## config.mk

```make
export PLATFORM = sky130hd
export DESIGN_NAME = oflow_feature_extraction_sb_reader
export DESIGN_NICKNAME = d
export VERILOG_FILES = /design/src/rtl/oflow_feature_extraction_sb_reader.sv
export SDC_FILE = /design/constraint.sdc
export NUM_CORES = 1
export LEC_CHECK = 0
export ABC_CLOCK_PERIOD_IN_PS = 3000
export CORE_AREA = 2 2 102 104
export CTS_BUF_LIST = sky130_fd_sc_hd__clkbuf_8
export CTS_CLUSTER_DIAMETER = 50
export DETAILED_ROUTE_END_ITERATION = 8
export DIE_AREA = 0 0 104 106
export HOLD_SLACK_MARGIN = 0.06
export SKIP_LAST_GASP = 1
export SLEW_MARGIN = 10
export SYNTH_ARGS = -nofsm -noshare
export SYNTH_HDL_FRONTEND = slang
export SYNTH_SLANG_ARGS = --single-unit
```

## constraint.sdc

```tcl
create_clock -name clk -period 3 [get_ports clk]
set_input_delay 0.75 -clock clk [delete_from_list [all_inputs] [get_ports clk]]
set_output_delay 0.75 -clock clk [all_outputs]
set_load 0.03 [all_outputs]
```

## src/rtl/oflow_feature_extraction_sb_reader.sv

```systemverilog
// Read-side sequencer for the feature-extraction scoreboard: walks rows 0..n-1
// through the shared address port and streams each word out over valid/ready.
module oflow_feature_extraction_sb_reader #(
  parameter int FE_WIDTH = 36,
  parameter int ROW_LEN  = 5,
  parameter int MAX_ROWS = 32
) (
  input  logic                clk,
  input  logic                reset,
  input  logic                start,
  input  logic [ROW_LEN:0]    num_rows,
  input  logic                ready_new_frame,
  output logic                sb_rd_req,
  input  logic                sb_rd_gnt,
  output logic [ROW_LEN-1:0]  sb_addr,
  input  logic [FE_WIDTH-1:0] sb_data,
  output logic                fe_valid,
  input  logic                fe_ready,
  output logic [FE_WIDTH-1:0] fe_data,
  output logic [ROW_LEN-1:0]  fe_row,
  output logic                fe_last,
  output logic                busy,
  output logic                done
);

  typedef enum logic [1:0] {S_IDLE, S_FETCH, S_DRAIN, S_DONE} state_t;

  localparam logic [ROW_LEN:0] MAX_N = (ROW_LEN + 1)'(MAX_ROWS);
  localparam logic [ROW_LEN:0] ONE   = (ROW_LEN + 1)'(1);

  state_t               r_state;
  state_t               w_state_next;
  logic [ROW_LEN:0]     r_n;
  logic [ROW_LEN:0]     r_row_cnt;
  logic                 r_valid;
  logic                 r_last;
  logic [FE_WIDTH-1:0]  r_data;
  logic [ROW_LEN-1:0]   r_row;

  logic [ROW_LEN:0]     w_clamped;
  logic                 w_out_free;
  logic                 w_req;
  logic                 w_capture;
  logic                 w_accept;
  logic                 w_last_row;
  logic                 w_start_pass;

  assign w_clamped    = (num_rows > MAX_N) ? MAX_N : num_rows;
  // The output stage can take a new word if empty or being drained this cycle.
  assign w_out_free   = !r_valid || fe_ready;
  assign w_req        = (r_state == S_FETCH) && w_out_free;
  assign w_capture    = w_req && sb_rd_gnt;
  assign w_accept     = r_valid && fe_ready;
  assign w_last_row   = (r_row_cnt == (r_n - ONE));
  assign w_start_pass = (r_state == S_IDLE) && start && !ready_new_frame;

  always_comb begin
    w_state_next = r_state;
    case (r_state)
      S_IDLE: begin
        if (w_start_pass) begin
          w_state_next = (num_rows == '0) ? S_DONE : S_FETCH;
        end
      end
      S_FETCH: begin
        if (w_capture && w_last_row) begin
          w_state_next = S_DRAIN;
        end
      end
      S_DRAIN: begin
        if (w_accept && r_last) begin
          w_state_next = S_DONE;
        end
      end
      S_DONE:  w_state_next = S_IDLE;
      default: w_state_next = S_IDLE;
    endcase
    if (ready_new_frame) begin
      w_state_next = S_IDLE;
    end
  end

  always_ff @(posedge clk) begin
    if (reset) begin
      r_state <= S_IDLE;
    end else begin
      r_state <= w_state_next;
    end
  end

  always_ff @(posedge clk) begin
    if (reset || ready_new_frame) begin
      r_n       <= '0;
      r_row_cnt <= '0;
    end else if (w_start_pass) begin
      r_n       <= w_clamped;
      r_row_cnt <= '0;
    end else if (w_capture) begin
      r_row_cnt <= r_row_cnt + ONE;
    end
  end

  // A capture in the same cycle as an accept refills the stage without a bubble.
  always_ff @(posedge clk) begin
    if (reset) begin
      r_valid <= 1'b0;
      r_last  <= 1'b0;
      r_data  <= '0;
      r_row   <= '0;
    end else if (ready_new_frame) begin
      r_valid <= 1'b0;
      r_last  <= 1'b0;
    end else if (w_capture) begin
      r_valid <= 1'b1;
      r_last  <= w_last_row;
      r_data  <= sb_data;
      r_row   <= r_row_cnt[ROW_LEN-1:0];
    end else if (w_accept) begin
      r_valid <= 1'b0;
    end
  end

  assign sb_rd_req = w_req;
  assign sb_addr   = w_req ? r_row_cnt[ROW_LEN-1:0] : '0;
  assign fe_valid  = r_valid;
  assign fe_data   = r_data;
  assign fe_row    = r_row;
  assign fe_last   = r_last;
  assign busy      = (r_state != S_IDLE);
  assign done      = (r_state == S_DONE);

endmodule
```

# After elaboration in Yosys (flattened, before gate mapping)
# Cells that the tools add are included.
dict set report totals {
  register_bits 57
  latch_bits 0
  mem_bits_rw 0
  mem_bits_ro 0
  in_bits 48
  output_inout_bits 51
  elab_cells 46
  memories 0
}
dict set report op_classes {
  add_sub_neg 2
  multipliers 0
  div 0
  n_lt_le_gt_ge 1
  eq_ne 7
  shifts 0
  muxes 9
  bitwise_logic 1
  n_reduce_logical 19
}
# op n
set op_table {}
lappend op_table {{$mux W2} 4}
lappend op_table {{$pmux W2 S4} 1}
lappend op_table {{$logic_and A1 B1 Y1} 7}
lappend op_table {{$add A6 B1 Y6 const B} 1}
lappend op_table {{$eq A6 B6 Y1} 1}
lappend op_table {{$gt A6 B6 Y1 const B} 1}
lappend op_table {{$logic_not A6 Y1} 1}
lappend op_table {{$mux W6} 1}
lappend op_table {{$sub A6 B1 Y6 const B} 1}
lappend op_table {{$mux W5} 1}
lappend op_table {{$eq A2 B2 Y1 const B} 2}
lappend op_table {{$ne A2 B2 Y1 const B} 2}
lappend op_table {{$reduce_bool A2 Y1} 2}
lappend op_table {{$reduce_or A2 Y1} 2}
lappend op_table {{$reduce_and A3 Y1} 1}
lappend op_table {{$eq A2 B1 Y1 const B} 1}
lappend op_table {{$logic_not A1 Y1} 2}
lappend op_table {{$logic_not A2 Y1} 1}
lappend op_table {{$logic_or A1 B1 Y1} 2}
lappend op_table {{$mux W1} 2}
lappend op_table {{$ne A2 B1 Y1 const B} 1}
lappend op_table {{$reduce_and A2 Y1} 1}
lappend op_table {{$not A1 Y1} 1}

# Depth between registers and ports, before layout
dict set report logic_depth {
  depth_word 7
  depth_mapped 11
  mapped_depth_nobuf 7
}

# Worst setup path after synthesis
# No wires, ideal clock.
dict set report synth_timing {
  path_type {input port to flip-flop}
  start {in fe_ready}
  end {reg r_state[0]}
  setup_ns 0.072
  arrival_ns 2.001
  t_required_ns 2.928
  setup_slack_ns 0.927
  cell_stages 5
  path_buffers 0
  path_cell_list {nand2b_2 nand2_4 or4_1 a211oi_2 mux2i_1}
}
dict set report synth_via {
  elab_chain_len 6
  elab_cells_between_ends 9
  cone_classes {eq/ne (2); reduce/logical (7)}
}
# element line
set synth_lines {}
lappend synth_lines {{from (decl)} 18} ;# input logic fe_ready,
lappend synth_lines {{$logic_or A1 B1 Y1} 50} ;# assign w_out_free = !r_valid || fe_ready;
lappend synth_lines {{$logic_and A1 B1 Y1} 51} ;# assign w_req = (r_state == S_FETCH) && w_out_free;
lappend synth_lines {{$logic_and A1 B1 Y1} 52} ;# assign w_capture = w_req && sb_rd_gnt;
lappend synth_lines {{$logic_and A1 B1 Y1} 66} ;# if (w_capture && w_last_row) begin
lappend synth_lines {{$ne A2 B1 Y1 (no source line)} n/a}
lappend synth_lines {{$reduce_and A3 Y1 (no source line) *} n/a}
lappend synth_lines {{to (signal assigned)} 87} ;# r_state <= w_state_next;
lappend synth_lines {{to (decl)} 31} ;# state_t r_state;
# Every way passes the cells marked *; elsewhere a longest branch is shown, timed or not.
# A chain may end at the register's enable or synchronous reset.

# Worst setup path after layout
dict set report layout_timing {
  start {in fe_ready}
  end {out sb_addr[0]}
}
dict set report layout_via {
  elab_chain_len 3
}
# element line
set layout_lines {}
lappend layout_lines {{$logic_or A1 B1 Y1} 50}
lappend layout_lines {{$logic_and A1 B1 Y1} 51}
lappend layout_lines {{$mux W5} 124} ;# assign sb_addr = w_req ? r_row_cnt[ROW_LEN-1:0] : '0;
lappend layout_lines {{to (decl)} 15} ;# output logic [ROW_LEN-1:0] sb_addr,
# Every way passes these cells.

==> flow_summary.ini <==
[floorplanning]
die_width_um = 104
io_pins = 99
rows = 37
start_util_pct = 24.3
dieArea_um2 = 11000
core_area_um2 = 10000
die_y_um = 106

[cells_and_area]
fin_area_um2 = 3690
drive_above_1_share_pct = 8.68
area_growth_pct = 52.0
final_core_util_pct = 36.9
instances_no_fill = 539
multiInputGateArea_um2 = 1180
final_cell_mix = nand2_1 (94), clkdlybuf4s50_1 (91), dfxtp_1 (57)
seq_area_um2 = 1140
n_fill_cell = 1064
nets = 454
layout_commonest_cell = nand2_1
antennaDiodeCount = 0

[sta]
maxSlewHeadroom_pct = 70.2
finalClockSkew_ns = 0.00841
tightest_slew_ns = 0.447
setup_violations = 0
tns_ns = 0
post-route-period-util_pct = 85.2
maxSlewViolCount = 0
period_minus_slack_ns = 2.56
hold_viol = 0
rsz0062_at_grt = false
fmax_mhz = 391

[pwr]
finalPower_uw = 1620
power.density_nw_per_um2 = 439
worst_ir_drop_vdd_v = 0.000201
p_leak_uw = 0.00129

[drt]
wirelength_um = 6600
drt_iter0_markers = 86
remaining_drc_errors = 0
ant_nets = 0
drtPass1Iterations = 4
via_count = 2345
via_per_inst = 4.35
wl_per_cell_um = 12.2

[grt]
grt_pass1_vias = 2376
grt_use_total_pct = 12.3
grt_pass1_wl_um = 11000
grt_remaining_overflow = 0
antenna_found_initial = 0
grt_max_degree = 42

[yosys]
synthCells = 306
syn_area_per_cell_um2 = 7.93
seq_area_frac_synth_pct = 47.0
ys_types = 33
ys_seq_elements = 57
synth_edf_count = 0
synthFlopType = dfxtp_1
syn_area_um2 = 2430
synth-warning-count = 0
synthArstFlopShare_pct = 0
synth_nets = 361

[placed_design]
place_area_um2 = 3500
port_buffers = 98
hpwl_um = 4590
dp.cells = 524
gp_congestion = 0.769

[clock_tree]
path_clk_slew_ns = 0.06
cts_max_path_buffers = 2
clock-sinks = 57
post_cts_resized = 0
cts_buffers = 9
cts_tree = yes
clockRootBuffer = clkbuf_8
ctsHtreeMaxLevel = 3
ctsHoldBuffers = 0
post_cts_buffers = 0
clk_latency_ns = 0.33

[flow_run]
drv_cap = 0

[critical_path]
path_max_fanout = 9
cp-end-kind = output port
worstPathArrival_ns = 1.81
crit_required_ns = 2.25
worst-setup-path-type = in2out
startpoint_type = input pin

[status]
status = finished, final reports clean

[worst_hold_path]
hp-class = reg2reg
-- worst paths after layout --
kind,start,to,slack (ns),cells after the start
worst max-delay path,fe_ready,sb_addr[0],0.44,4
worst min-delay path,fe_data[26],fe_data[26],0.45,2
worst max register to register,r_state[1],r_state[1],0.76,7
worst min register to register,fe_data[26],fe_data[26],0.45,2
-- flip-flops by register name (all words and copies together) (netlist names) --
register and cells:
fe_data 36, r_n 6, r_row_cnt 6, fe_row 5
r_state 2, fe_last 1, fe_valid 1
-- power breakdown --
part	switching [µW]	internal [µW]	leakage, µW
Combinational	75.8	89.8	0.000736
Sequential	6.79	765	0.000460
Clock	307	374	0.0000909
-- logic make-up (layout without fill, tap and decap cells) --
kind of cell	count (synthesis)	in the layout	synth area share, %
compound gates	60	60	13.5
simple gates	142	142	26.3
buf+inv	27	124	4.74
flops	57	57	47.0
xor+xnor	11	11	3.97
mux	2	2	0.825
fa+ha+maj	7	7	3.61
-- metrics by stage --
step	worst slack, ns	hold slack (ns)
CTS	0.424	0.454
global route	0.337	0.474
finish	0.445	0.451
floorplan	0.927	0.448
global placement	0.340	0.442
detailed placement	0.314	0.446
-- per-layer routing --
metal | track usage, % | wire (µm) | part of all wire (%) | up-vias
li1 | - | - | - | 1191
met1 | 14.6 | 3020 | 46 | 1078
met3 | 5.89 | 552 | 8.4 | 2
met4 | 2.99 | 24 | 0.36 | 0
met5 | 0 | 0 | 0 | -
met2 | 20.1 | 3000 | 45 | 74
-- synthesized netlist by cell type, types with 2 or more instances --
cell type / n / area share (%)
a21oi_1: 51 / 11
nand2_1: 94 / 15
dfxtp_1: 57 / 47
buf_2: 5 / 1.0
xnor2_1: 5 / 1.8
and3_1: 6 / 1.5
mux2i_1: 2 / 0.83
inv_1: 8 / 1.2
and2_1: 2 / 0.52
nor3b_1: 5 / 1.5
ha_1: 7 / 3.6
xor2_1: 6 / 2.2
nand3_1: 3 / 0.62
clkbuf_1: 13 / 2.0
nand4_1: 3 / 0.77
o21ai_0: 3 / 0.62
nor2_1: 16 / 2.5
nor4_1: 2 / 0.52
nand2b_1: 3 / 0.77
or2_2: 2 / 0.52
-- cell type report --
| class | count | share of cell area, % |
|---|---|---|
| clock buffers | 9 | 3.36 |
| clock inverters | 6 | 1.63 |
| inverters | 8 | 0.814 |
| multi-input cells | 222 | 32.0 |
| flip-flops and latches | 57 | 30.9 |
| well taps | 136 | 4.61 |
| repair buffers | 101 | 26.7 |
-- critical path, stage by stage --
cell and delay (ns):
clkdlybuf4s50_1 0.42, nand2b_2 0.25, and3_1 0.22, buf_4 0.17
(Power assumes the default switching activity.)
